===== src/rtl/sum_accumulator_32bit_pkg.sv =====
// Shared definitions for the sum accumulator: FSM encoding, default sizing
// and the carry-detect helper used on the accumulator path.
package sum_accumulator_32bit_pkg;

  typedef enum logic [1:0] {
    ST_IDLE  = 2'd0,
    ST_ACCUM = 2'd1,
    ST_DONE  = 2'd2
  } state_t;

  localparam int DEF_N_OPS = 4;
  localparam int DEF_CNT_W = 8;

  // A modular add wrapped past 2^32 exactly when the result is below an operand.
  function automatic logic carry_out(input logic [31:0] a, input logic [31:0] sum);
    return (sum < a);
  endfunction

endpackage


===== src/rtl/sum_accumulator_32bit_adder.sv =====
// Plain 32-bit modulo adder feeding the accumulator register.
module adder_32bit (
  input  logic [31:0] a,
  input  logic [31:0] b,
  output logic [31:0] sum
);

  assign sum = a + b;

endmodule


===== src/rtl/sum_accumulator_32bit.sv =====
// Frame accumulator: sums up to N_OPS beats (or until in_last), then holds
// total, beat count and sticky carry on a valid/ready result port.
module sum_accumulator_32bit
  import sum_accumulator_32bit_pkg::*;
#(
  parameter int N_OPS = DEF_N_OPS,
  parameter int CNT_W = DEF_CNT_W
) (
  input  logic             clk,
  input  logic             rst_n,
  input  logic             in_valid,
  output logic             in_ready,
  input  logic [31:0]      in_data,
  input  logic             in_last,
  output logic             out_valid,
  input  logic             out_ready,
  output logic [31:0]      out_sum,
  output logic [CNT_W-1:0] out_count,
  output logic             out_ovf
);

  // Handshake rule for both ports: a transfer happens on a rising edge where
  // valid && ready; valid holds its data until that edge, ready may depend on state only.

  localparam logic [CNT_W-1:0] LAST_CNT = CNT_W'(N_OPS);

  state_t           state, state_next;
  logic [31:0]      acc, acc_next;
  logic [CNT_W-1:0] cnt, cnt_inc;
  logic             ovf, carry;
  logic             in_fire, out_fire, frame_close;

  adder_32bit u_acc_add (
    .a  (acc),
    .b  (in_data),
    .sum(acc_next)
  );

  assign carry       = carry_out(acc, acc_next);
  assign cnt_inc     = cnt + CNT_W'(1);
  assign in_fire     = in_valid && in_ready;
  assign out_fire    = out_valid && out_ready;
  assign frame_close = in_fire && ((cnt_inc == LAST_CNT) || in_last);

  always_ff @(posedge clk or negedge rst_n) begin
    if (!rst_n) state <= ST_IDLE;
    else        state <= state_next;
  end

  always_comb begin
    state_next = state;
    case (state)
      ST_IDLE, ST_ACCUM: begin
        if (frame_close)  state_next = ST_DONE;
        else if (in_fire) state_next = ST_ACCUM;
      end
      ST_DONE: begin
        if (out_fire) state_next = ST_IDLE;
      end
      default: state_next = ST_IDLE;
    endcase
  end

  always_comb begin
    in_ready = (state != ST_DONE);
  end

  // acc/cnt/ovf hold through DONE and clear only when the result is taken.
  always_ff @(posedge clk or negedge rst_n) begin
    if (!rst_n) begin
      acc <= '0;
      cnt <= '0;
      ovf <= 1'b0;
    end else if (in_fire) begin
      acc <= acc_next;
      cnt <= cnt_inc;
      ovf <= ovf | carry;
    end else if (out_fire) begin
      acc <= '0;
      cnt <= '0;
      ovf <= 1'b0;
    end
  end

  always_ff @(posedge clk or negedge rst_n) begin
    if (!rst_n) begin
      out_valid <= 1'b0;
      out_sum   <= '0;
      out_count <= '0;
      out_ovf   <= 1'b0;
    end else if (frame_close) begin
      out_valid <= 1'b1;
      out_sum   <= acc_next;
      out_count <= cnt_inc;
      out_ovf   <= ovf | carry;
    end else if (out_fire) begin
      out_valid <= 1'b0;
    end
  end

endmodule


===== config.mk =====
export PLATFORM = sky130hd
export DESIGN_NAME = sum_accumulator_32bit
export DESIGN_NICKNAME = d
export VERILOG_FILES = /design/src/rtl/sum_accumulator_32bit_pkg.sv /design/src/rtl/sum_accumulator_32bit_adder.sv /design/src/rtl/sum_accumulator_32bit.sv
export SDC_FILE = /design/constraint.sdc
export NUM_CORES = 1
export LEC_CHECK = 0
export CORE_ASPECT_RATIO = 0.7
export CORE_MARGIN = 3
export CORE_UTILIZATION = 35
export DETAILED_ROUTE_END_ITERATION = 10
export PLACE_DENSITY_LB_ADDON = 0.05
export RECOVER_POWER = 50
export SLEW_MARGIN = 20
export SYNTH_ARGS = -nofsm -noshare
export SYNTH_HDL_FRONTEND = slang
export SYNTH_SLANG_ARGS = --single-unit

===== constraint.sdc =====
create_clock -name clk -period 8.1 [get_ports clk]
set_input_delay 1.215 -clock clk [delete_from_list [all_inputs] [get_ports clk]]
set_output_delay 1.215 -clock clk [all_outputs]
set_load 0.02 [all_outputs]

### After elaboration in Yosys (flattened, before gate mapping)

Cells that the tools add are included.

| cells by class | value |
|---|---|
| add/sub/neg operators | 2 |
| $lt $le $gt $ge | 1 |
| equal/unequal tests | 6 |
| muxes and demuxes | 11 |
| bitwise gates (word level) | 1 |
| reductions and logical operators | 9 |

Operator list:

| cell | count |
|---|---|
| 2-to-1 mux 32 bit | 2 |
| adder 32 bit | 1 |
| less-than comparator 32 bit | 1 |
| 2-to-1 mux 8 bit | 2 |
| adder 8 x 1 -> 8 bit, second input constant | 1 |
| equality test 8 x 3 -> 1 bit, second input constant | 1 |
| 2-to-1 mux 2 bit | 3 |
| inequality test 2 bit, second input constant | 2 |
| case mux 2 bit (2 select lines) | 1 |
| nonzero test 2 bit | 2 |
| logical AND 1 bit | 3 |
| 2-to-1 mux 1 bit | 3 |
| inequality test 3 bit, second input constant | 1 |
| equality test 2 x 1 -> 1 bit, second input constant | 1 |
| equality test 2 bit, second input constant | 1 |
| zero test 2 bit | 1 |
| AND reduction 2 bit | 1 |
| OR reduction 2 bit | 1 |
| logical OR 1 bit | 1 |
| OR 1 bit | 1 |

| storage, ports and cells | value |
|---|---|
| register bits | 85 |
| bits of input ports | 37 |
| output and inout bits | 43 |
| word-level logic and storage cells | 38 |

### Longest topological paths before layout

Gate-level depths: netlist (run 1).

| logic depth | value |
|---|---|
| word-level depth | 6 |
| gate-level depth with buffers | 16 |
| gate-level depth less buffers | 16 |

### Modules after synthesis

Synthesis (run 1) repeated with hierarchy kept, for this count alone.

| unflattened totals | value |
|---|---|
| cell total of the unflattened synthesis | 624 |
| area total of the unflattened synthesis | 6025.8 µm² |

Modules (own cells, without submodules):

| module | instances | cells an instance | area each (µm²) | sequential area each (µm²) |
|---|---|---|---|---|
| sum_accumulator_32bit | 1 | 383 | 4281.6 | 2127.0 |
| adder_32bit | 1 | 241 | 1744.2 | 0.0 |

### Least setup slack after synthesis (run 1)

Ideal clock, no wire load.

| path | value |
|---|---|
| path kind | input to register |
| from | input in_data[4] |
| to | register out_ovf |
| library setup time | 0.095 ns |
| data arrival time | 4.173 ns |
| data required time | 8.005 ns |
| path slack | 3.831 ns |
| stages | 15 |
| path buffers | 0 |
| cell sequence | ha_1 -> a21oi_1 -> o211ai_2 -> a31o_4 -> a31oi_4 -> o21ai_0 -> xor2_1 -> ha_1 -> a21o_1 -> a21oi_1 -> o211ai_1 -> o311a_1 -> o21ai_0 -> a31oi_1 -> o31ai_1 |

| between the ends | value |
|---|---|
| word-level cells in the longest chain between the ends | 3 |

RTL lines:

| item | RTL line | text |
|---|---|---|
| start: declaration | sum_accumulator_32bit.sv:13 | `input logic [31:0] in_data,` |
| adder 32 bit | sum_accumulator_32bit_adder.sv:8 | `assign sum = a + b;` |
| via acc_next[17] | sum_accumulator_32bit.sv:28 | `logic [31:0] acc, acc_next;` |
| less-than comparator 32 bit | sum_accumulator_32bit_pkg.sv:16 | `return (sum < a);` |
| OR 1 bit | sum_accumulator_32bit.sv:95 | `out_ovf <= ovf \| carry;` |
| end signal: assignment | sum_accumulator_32bit.sv:95 |  |
| end: declaration | sum_accumulator_32bit.sv:19 | `output logic out_ovf` |

The timed path passes the listed nets, and every way through them passes these cells.
A chain may end at the register's enable or synchronous reset.

==> results of run 1 <==
-- final timing paths --
kind	from	end	slack, ns
setup / recovery	rst_n	out_sum[22]	2.89
hold / removal	state[1]	state[0]	0.46
setup reg to reg	acc[1]	out_ovf	4.00
hold reg to reg	state[1]	state[0]	0.46
max in group clk	in_data[1]	out_ovf	3.09
min in group asynchronous	rst_n	out_sum[13]	1.05
-- where the power goes --
group / switching [mW] / leakage, nW / internal (mW)
clock: 0.195 / 0.156 / 0.254
sequential: 0.138 / 1.07 / 0.606
combinational: 1.21 / 2.09 / 0.873
total: 1.54 / 3.32 / 1.73
-- cell usage in the layout (no fill, tap or decap), drive strengths merged, types with 9 or more instances in the layout --
cell type,n
o21ai,37
xnor2,16
clkdlybuf4s50,58
dfrtp,85
xor2,19
mux2,9
ha,64
a21o,20
a21oi,50
nand2,106
inv,43
a22o,32
nor2,23
nand3,12
nand4,15
clkbuf,12
dlygate4sd3,20
-- cell usage after synthesis (16+ instances only) --
cell type / n
nand2_1: 105
dfrtp_1: 85
ha_1: 64
a21oi_1: 48
inv_1: 39
o21ai_0: 33
a22o_1: 32
nor2_1: 23
clkbuf_1: 21
a21o_1: 20
xnor2_1: 16
xor2_1: 16
-- flip-flops by register name, indices dropped and copies added, names as in the netlist --
name / cells
out_ovf: 1
acc: 32
state: 2
out_sum: 32
ovf: 1
cnt: 8
out_valid: 1
out_count: 8
-- logic make-up (layout without fill, tap and decap cells) --
kind of cell             after synthesis  in the layout
adder cells (fa/ha/maj)               65             65
multiplexers                          10             10
XOR/XNOR                              35             35
AO/OA/AOI/OAI                        185            185
flip-flops                            85             85
AND/OR/NAND/NOR                      183            183
buffers and inverters                 62            139
-- worst reg2reg max path: stages, from the launching register on --
cell,delay (ns)
dfrtp_1,0.44
ha_1,0.31
a211oi_1,0.37
o211ai_2,0.19
a31o_4,0.30
a31oi_4,0.23
o21ai_0,0.15
xor2_1,0.27
ha_1,0.30
a21o_1,0.17
a21oi_1,0.25
o211ai_1,0.13
o311a_1,0.35
o21ai_0,0.21
a31oi_1,0.15
o31ai_1,0.20
-- area by class of cell --
cell class                      count  area, µm²  share of cell area
Clock buffer                       10        239              0.0336
Clock inverter                      6       76.3              0.0107
Inverter                           39        146              0.0206
Multi-Input combinational cell    478       3430               0.483
Sequential cell                    85       2130               0.299
Tap cell                          220        275              0.0387
Timing Repair Buffer               84        818               0.115
-- through the flow --
step | hold WS (ns) | std cells | area (µm²) | power [mW] | setup slack, ns
6_report | 0.456 | 922 | 7120 | 3.27 | 2.89
5_1_grt | 0.484 | 922 | 7120 | 3.56 | 1.85
4_1_cts | 0.457 | 922 | 7120 | 3.31 | 3.18
3_5_place_dp | 0.447 | 906 | 6810 | 2.83 | 2.82
3_3_place_gp | 0.429 | 906 | 6810 | 2.82 | 2.90
2_1_floorplan | 0.418 | 625 | 5790 | 2.18 | 3.83
-- routing by layer --
metal	track usage	up-vias	wire length, µm
li1	-	2397	-
met1	0.276	2315	8670
met2	0.263	121	6460
met3	0.0370	14	704
met4	0.0416	0	165
met5	0	-	0
==> run summary, run 1 <==
The floorplan has 38 rows. Together, buffers and inverters on the worst path number 2. Input and output buffers added on the ports amount to 79.

The x dimension of the die came out at 160 µm. The total count of max-transition violations in the final report came out at 68. The run gives 0 ns as the final setup TNS. The highest-delay cell along the critical path was clkbuf_1. The post-synthesis compound-gate area fraction is 0.234, and the arrival time of data at the critical path endpoint is 4.80 ns.

The final standard cell utilization of the core came out at 0.449. The logs give 1538 for the filler cell count in the final layout and 1 for the max-capacitance violation count. The number of cells on the worst reg-to-reg path is 15.

The number of different library cells used by synthesis comes to 61. Peak per-stage delay on the critical path: 2.69 ns. By area the synthesized netlist is led by dfrtp_1 37%, ha_1 14%, nand2_1 6.8%.

The worst setup path is launched from a primary input. The die outline area was 18200 µm². The share of async-settable or async-resettable flops after synthesis was 1.00.

The worst-margin pin slew works out to 3.76 ns. In this run the remaining antenna-violating nets after routing total 0. Each instance of the synthesized netlist takes up on average 9.27 µm².

The mux contribution to synthesized area came out at 0.0192. For the clock tree buffer depth, the log shows 2. In the synthesized netlist the dominant register cell turns out to be dfrtp_1.

Setup repair after global routing left no endpoint under its margin. The cell count of the worst hold path is 1, and the share of layout cells above drive strength 1 is 0.0769. The clock drives 85 sinks. The setup violation total in the final timing report was 0. The worst setup path is captured at an asynchronous set/reset pin. For the H-tree level count, the log shows 3. After technology mapping, the gate count stands at 625.

VDD sags by at most 0.146 mV. The cell taking the most area after synthesis is dfrtp_1. The run gives 0.366 as the initial cell density of the core.

The clock reaches the later pin of the worst-skew pair after 0.36 ns. Counting I/O delays and the setup requirement, the final critical path takes 5.21 ns. The final reports fail on max-capacitance violations, max-slew violations. The kind of cell with the highest combined delay along the critical path is buffers and inverters. The share of synthesized area occupied by flip-flops and latches is 0.367. The final antenna diode count is 0. The worst max-slew margin expressed relative to the limit was -1.51. The critical path goes through clkbuf_1, clkbuf_1. The logs give 80 for the top-level port count and 0 for the number of hold buffers added after CTS.

Data on the critical path is required at its endpoint by 7.69 ns. The area share of fa/ha/maj cells after synthesis is 0.142, and the count of yosys warnings during synthesis is 0. The final route contains 4847 vias. Gates resized during post-CTS repair numbered 0. Of all nets on the critical path, the largest fanout is 67.

The final clock period utilization by the worst path was 0.643; the synthesized-area fraction occupied by xor and xnor cells was 0.0568. Logic depth of the worst setup path including buffers: 2. The final routed DRC violation total came out at 0.

The count of flip-flops with a built-in enable after synthesis works out to 0. The clock root buffer was clkbuf_16. The logs give 26.2 mm for the wire length of the first global-routing pass and 15800 µm² for the core footprint.

Global-route usage over all layers: 0.181. The area share of and/or/nand/nor cells after synthesis works out to 0.139. The leakage power figure is 3.32 nW. By area, the combinational part of the netlist is dominated by compound AO/OA/AOI/OAI gates. The setup path with the least slack is of type in -> async. The share of the synthesized area in the top cell type is 0.367. The maximum clock rate was 192 MHz.

The final layout contains routed wiring with a total length of 16.0 mm. Across the routed clock network, the largest skew measured is 0.0143 ns. The most frequent cell on the critical path was clkbuf_1. For the overflow left after global routing, the log shows 0. The flow ran to the end, but the final reports show violations. Clock tree synthesis inserted a total of 9 buffers.

From synthesis to final layout, the design area changed by 22.8%. Initial antenna violation count: 0. After the first detailed-routing iteration, the DRC count stood at 274. The number of global-route vias before repair was 4791.

TritonCTS built the clock tree. Before antenna repair, the detailed router went through 5 iterations. Power spread over the standard cell area amounts to 460 nW/µm².

Using the TritonRoute via totals, the vias-per-cell ratio works out to 5.26. The tightest min-delay check is of the reg -> reg type. Clock-pin slew was measured on the worst setup and hold paths at 0.07 ns. For this run, the post-layout net count is 799. The tools report the number of hold violations in the final report as 0. Entering global routing, the biggest net connects 68 pins.

Detailed placement ended at an HPWL of 11.9 mm. The final routed wire length divided by cell count is 17.3 µm, and the global placement routability congestion is 0.836. Summing every instance area after synthesis gives 5790 µm².

The overall die height works out to 114 µm. The synthesized flop and latch total is 85. When the netlist entered floorplanning its net count stood at 727. The setup fix buffers added after clock tree synthesis came out at 0.
No activity file was read; power rests on OpenSTA's default activity.
==> run 2: changes to the inputs <==
==> constraint.sdc (replaced) <==
create_clock -name clk -period 4.4 [get_ports clk]
set_input_delay 0.66 -clock clk [delete_from_list [all_inputs] [get_ports clk]]
set_output_delay 0.66 -clock clk [all_outputs]
set_load 0.02 [all_outputs]
==> run 2 against run 1 <==
The run still ends with max-capacitance violations, max-slew violations left. Clock skew shrank 0.0045 ns. Hold slack lost 0.0041 ns. Count of clock-buffer cells in the layout is the same. Setup slack lost 2.7 ns. Design area grew 4.5%. Final cell count grew 4.2%. Die area is the same. Core utilization grew 2.0 points. Highest routed layer unchanged.
==> run summary, run 2 (same netlist as run 1, synthesis figures left out) <==
The final antenna diode count is 0 (unchanged). The cell count of the worst hold path is 1 (unchanged). TritonCTS built the clock tree. The logs give 0 (unchanged) for the setup violation total in the final timing report and 0.216 (-0.011) for the sequential fraction of design power. The number of nets in the final layout was 838 (+4.9%). For the core footprint, the log shows 15800 µm² (unchanged). The worst min-delay path category is reg -> reg. The worst register-to-register path begins at acc[0]. For the global placement routability congestion, the log shows 0.878 (+5.0%). The maximum fanout count along the critical path is 4 (-94%). Number of cells on the worst reg-to-reg path: 17 (+2). For the total net switching power, the log shows 2.87 mW (+87%).

The logs give 65 (-4.4%) for the maximum number of pins on one net before global-route repair and 2130 µm² (unchanged) for the area used by sequential logic in the layout. The leakage power figure is 3.51 nW (+5.8%), and the internal portion of total power is 3.47 mW (+100%). The power density normalized to cell area is 853 nW/µm² (+86%). The tools report the initial cell density of the core as 0.366 (unchanged). Number of hold buffers added after CTS: 0 (unchanged). The final routed wire length divided by cell count works out to 16.5 µm (-4.7%).

The top cell types in the final layout, fill and taps aside, are 105 x nand2_1, 85 x dfrtp_1, 64 x ha_1. For the total count of max-transition violations in the final report, the log shows 65 (-4.4%). The max-capacitance violation count was 1 (unchanged); the top-level port count was 80 (unchanged). The number of global-route vias before repair is 4909 (+2.5%), and the post-detailed-placement cell area is 7090 µm² (+4.2%). The standard-cell row count is 38 (unchanged), and the worst max-slew margin expressed relative to the limit is -0.0926 (+1.41). The wire length of the first global-routing pass is 26.4 mm (+0.71%).

The run gives 0.470 (+0.0202) as the final standard cell utilization of the core. The final routed DRC violation total came out at 0 (unchanged). For the number of iterations in the first detailed-routing pass, the log shows 5 (unchanged). The number of sinks on the clock net is 85 (unchanged). The tools report the source of the critical timing path as in_data[0].

Relative area change from synthesis to final layout: 28.3%. Startpoint kind of the worst setup timing path: a primary input. The tools report the half-perimeter wire length after detailed placement as 12.3 mm (+3.5%).

The critical path ends at out_ovf. The initial antenna violation count is 0 (unchanged), and the combinational share of power is 0.656 (+0.021). The run gives 0.00979 ns (-0.00450 ns) as the clock skew. Fraction of power spent switching nets: 0.452 (-0.0180).

End of the worst register-to-register path: out_ovf. The arrival time of data at the critical path endpoint is 4.44 ns (-0.36 ns), and the post-layout minimum cycle time is 4.19 ns. The run gives 4923 (+1.6%) as the count of vias placed by the detailed router.

The x dimension of the die is 160 µm (unchanged), and the final wirelength is 15.9 mm (-0.72%). The worst-margin pin slew works out to 1.64 ns (-2.12 ns). The largest registers in the layout are acc: 32 flops, out_sum: 32 flops.

H-tree level count: 3 (unchanged). Kind of critical path: in -> reg. The post-detailed-route count of antenna-violating nets is 0 (unchanged), and the clock tree buffer depth is 2 (unchanged).

The maximum VDD drop was 0.283 mV (+93%). The library cell used most frequently in the layout, excluding fill and tap cells, is nand2_1. The share of layout cells above drive strength 1 is 0.132 (+0.0553). The part of the total power dissipated in the clock network is 0.129 (-0.008), and the count of buffers inserted at the top-level ports is 79 (unchanged). The maximum clock rate is 239 MHz. The logs give 9 (unchanged) for the number of buffers created by CTS and 4.64 ns (-3.05 ns) for the data required time at the worst endpoint. The tools report the clock root buffer as clkbuf_16.

The run gives 265 (-3.3%) as the iteration-0 DRC count of the detailed router. The run finished, with violations left. The run gives 0.60 ns (-3.40 ns) as the minimum setup slack among reg-to-reg paths. The overall die height is 114 µm (unchanged). The filler cell count in the final layout is 1558 (+1.3%).

The clock-pin slew on the worst setup and hold paths was 0.07 ns (about the same); the mean number of vias per cell was 5.12 (-2.6%). The clock insertion delay at the later pin of the skew report was 0.35 ns (about the same). STA classifies the critical path endpoint as a register.

The post-layout instance area is 7430 µm² (+4.5%). For the footprint of the multi-input gates, the log shows 3460 µm² (+0.69%). The tools report the global-route usage over all layers as 0.181 (+0.000449).

The overflow left after global routing was 0 (unchanged); the final clock period utilization by the worst path was 0.952. The number of hold violations in the final report was 0 (unchanged); the die outline area was 18200 µm² (unchanged). The checks that failed: max-capacitance violations, max-slew violations.
## run 2: cell count changes in the layout (fill, tap and decap cells not counted), sizes merged
cell,before,now
buf,4,43
clkdlybuf4s50,58,59
clkinvlp,0,1
dlygate4sd3,20,19
inv,43,42
## run 2: area by class of cell
cell class              instances  share of cell area
multi-input cells             478               0.465
flip-flops and latches         85               0.286
repair buffers                123               0.150
well taps                     220              0.0370
clock buffers                  10              0.0321
inverters                      39              0.0197
clock inverters                 6              0.0104
## run 2: power groups by stage
stage	Combinational, mW	Clock (mW)	Sequential, mW
2_1_floorplan	2.49	0	1.52
3_3_place_gp	4.12	0	1.38
3_5_place_dp	4.14	0	1.38
4_1_cts	4.17	0.841	1.37
5_1_grt	4.63	0.871	1.42
6_report	4.16	0.817	1.37
## run 2: metal layers
layer	track usage	vias to the layer above	share of wire
met2	0.253	103	0.39
li1	-	2464	-
met3	0.0370	11	0.038
met1	0.282	2345	0.56
met4	0.0497	0	0.012
met5	0	-	0
## run 2: worst min-delay path by stage
stage | from | endpoint | slack [ns]
final | state[1] | state[0] | 0.45
after global routing | state[1] | state[0] | 0.47
after CTS | rst_n | acc[13] | 0.44
after detailed placement | state[1] | state[0] | 0.44
after global placement | state[1] | state[0] | 0.43
after floorplan | rst_n | acc[0] | 0.36
## run 2: what timing repair did
item,in CTS,in global routing
setup buffers,0,1
setup endpoints to repair,0,2
gates resized for setup,0,5
## run 2: worst max-delay path: stages
cell             delay [ns]
clkdlybuf4s50_1        0.46
ha_1                   0.28
fa_1                   0.42
a21oi_2                0.22
o211ai_2               0.16
a31oi_2                0.27
o41ai_2                0.11
buf_4                  0.16
o221ai_2               0.26
o21bai_2               0.13
xor2_2                 0.17
ha_1                   0.18
a21o_1                 0.17
a21o_1                 0.17
a21oi_1                0.18
a211o_1                0.15
a31oi_1                0.05
o31ai_1                0.21
## run 2: through the flow
stage                     TNS, ns  cells  total power [mW]  hold WS (ns)  setup WS [ns]
after floorplan                 0    625              4.01         0.364          0.686
after global routing      -0.0448    961              6.92         0.467        -0.0339
final                           0    961              6.35         0.452          0.209
after detailed placement   -0.302    944              5.52         0.444         -0.172
after global placement     -0.227    944              5.50         0.429         -0.137
after CTS                       0    960              6.38         0.442          0.186
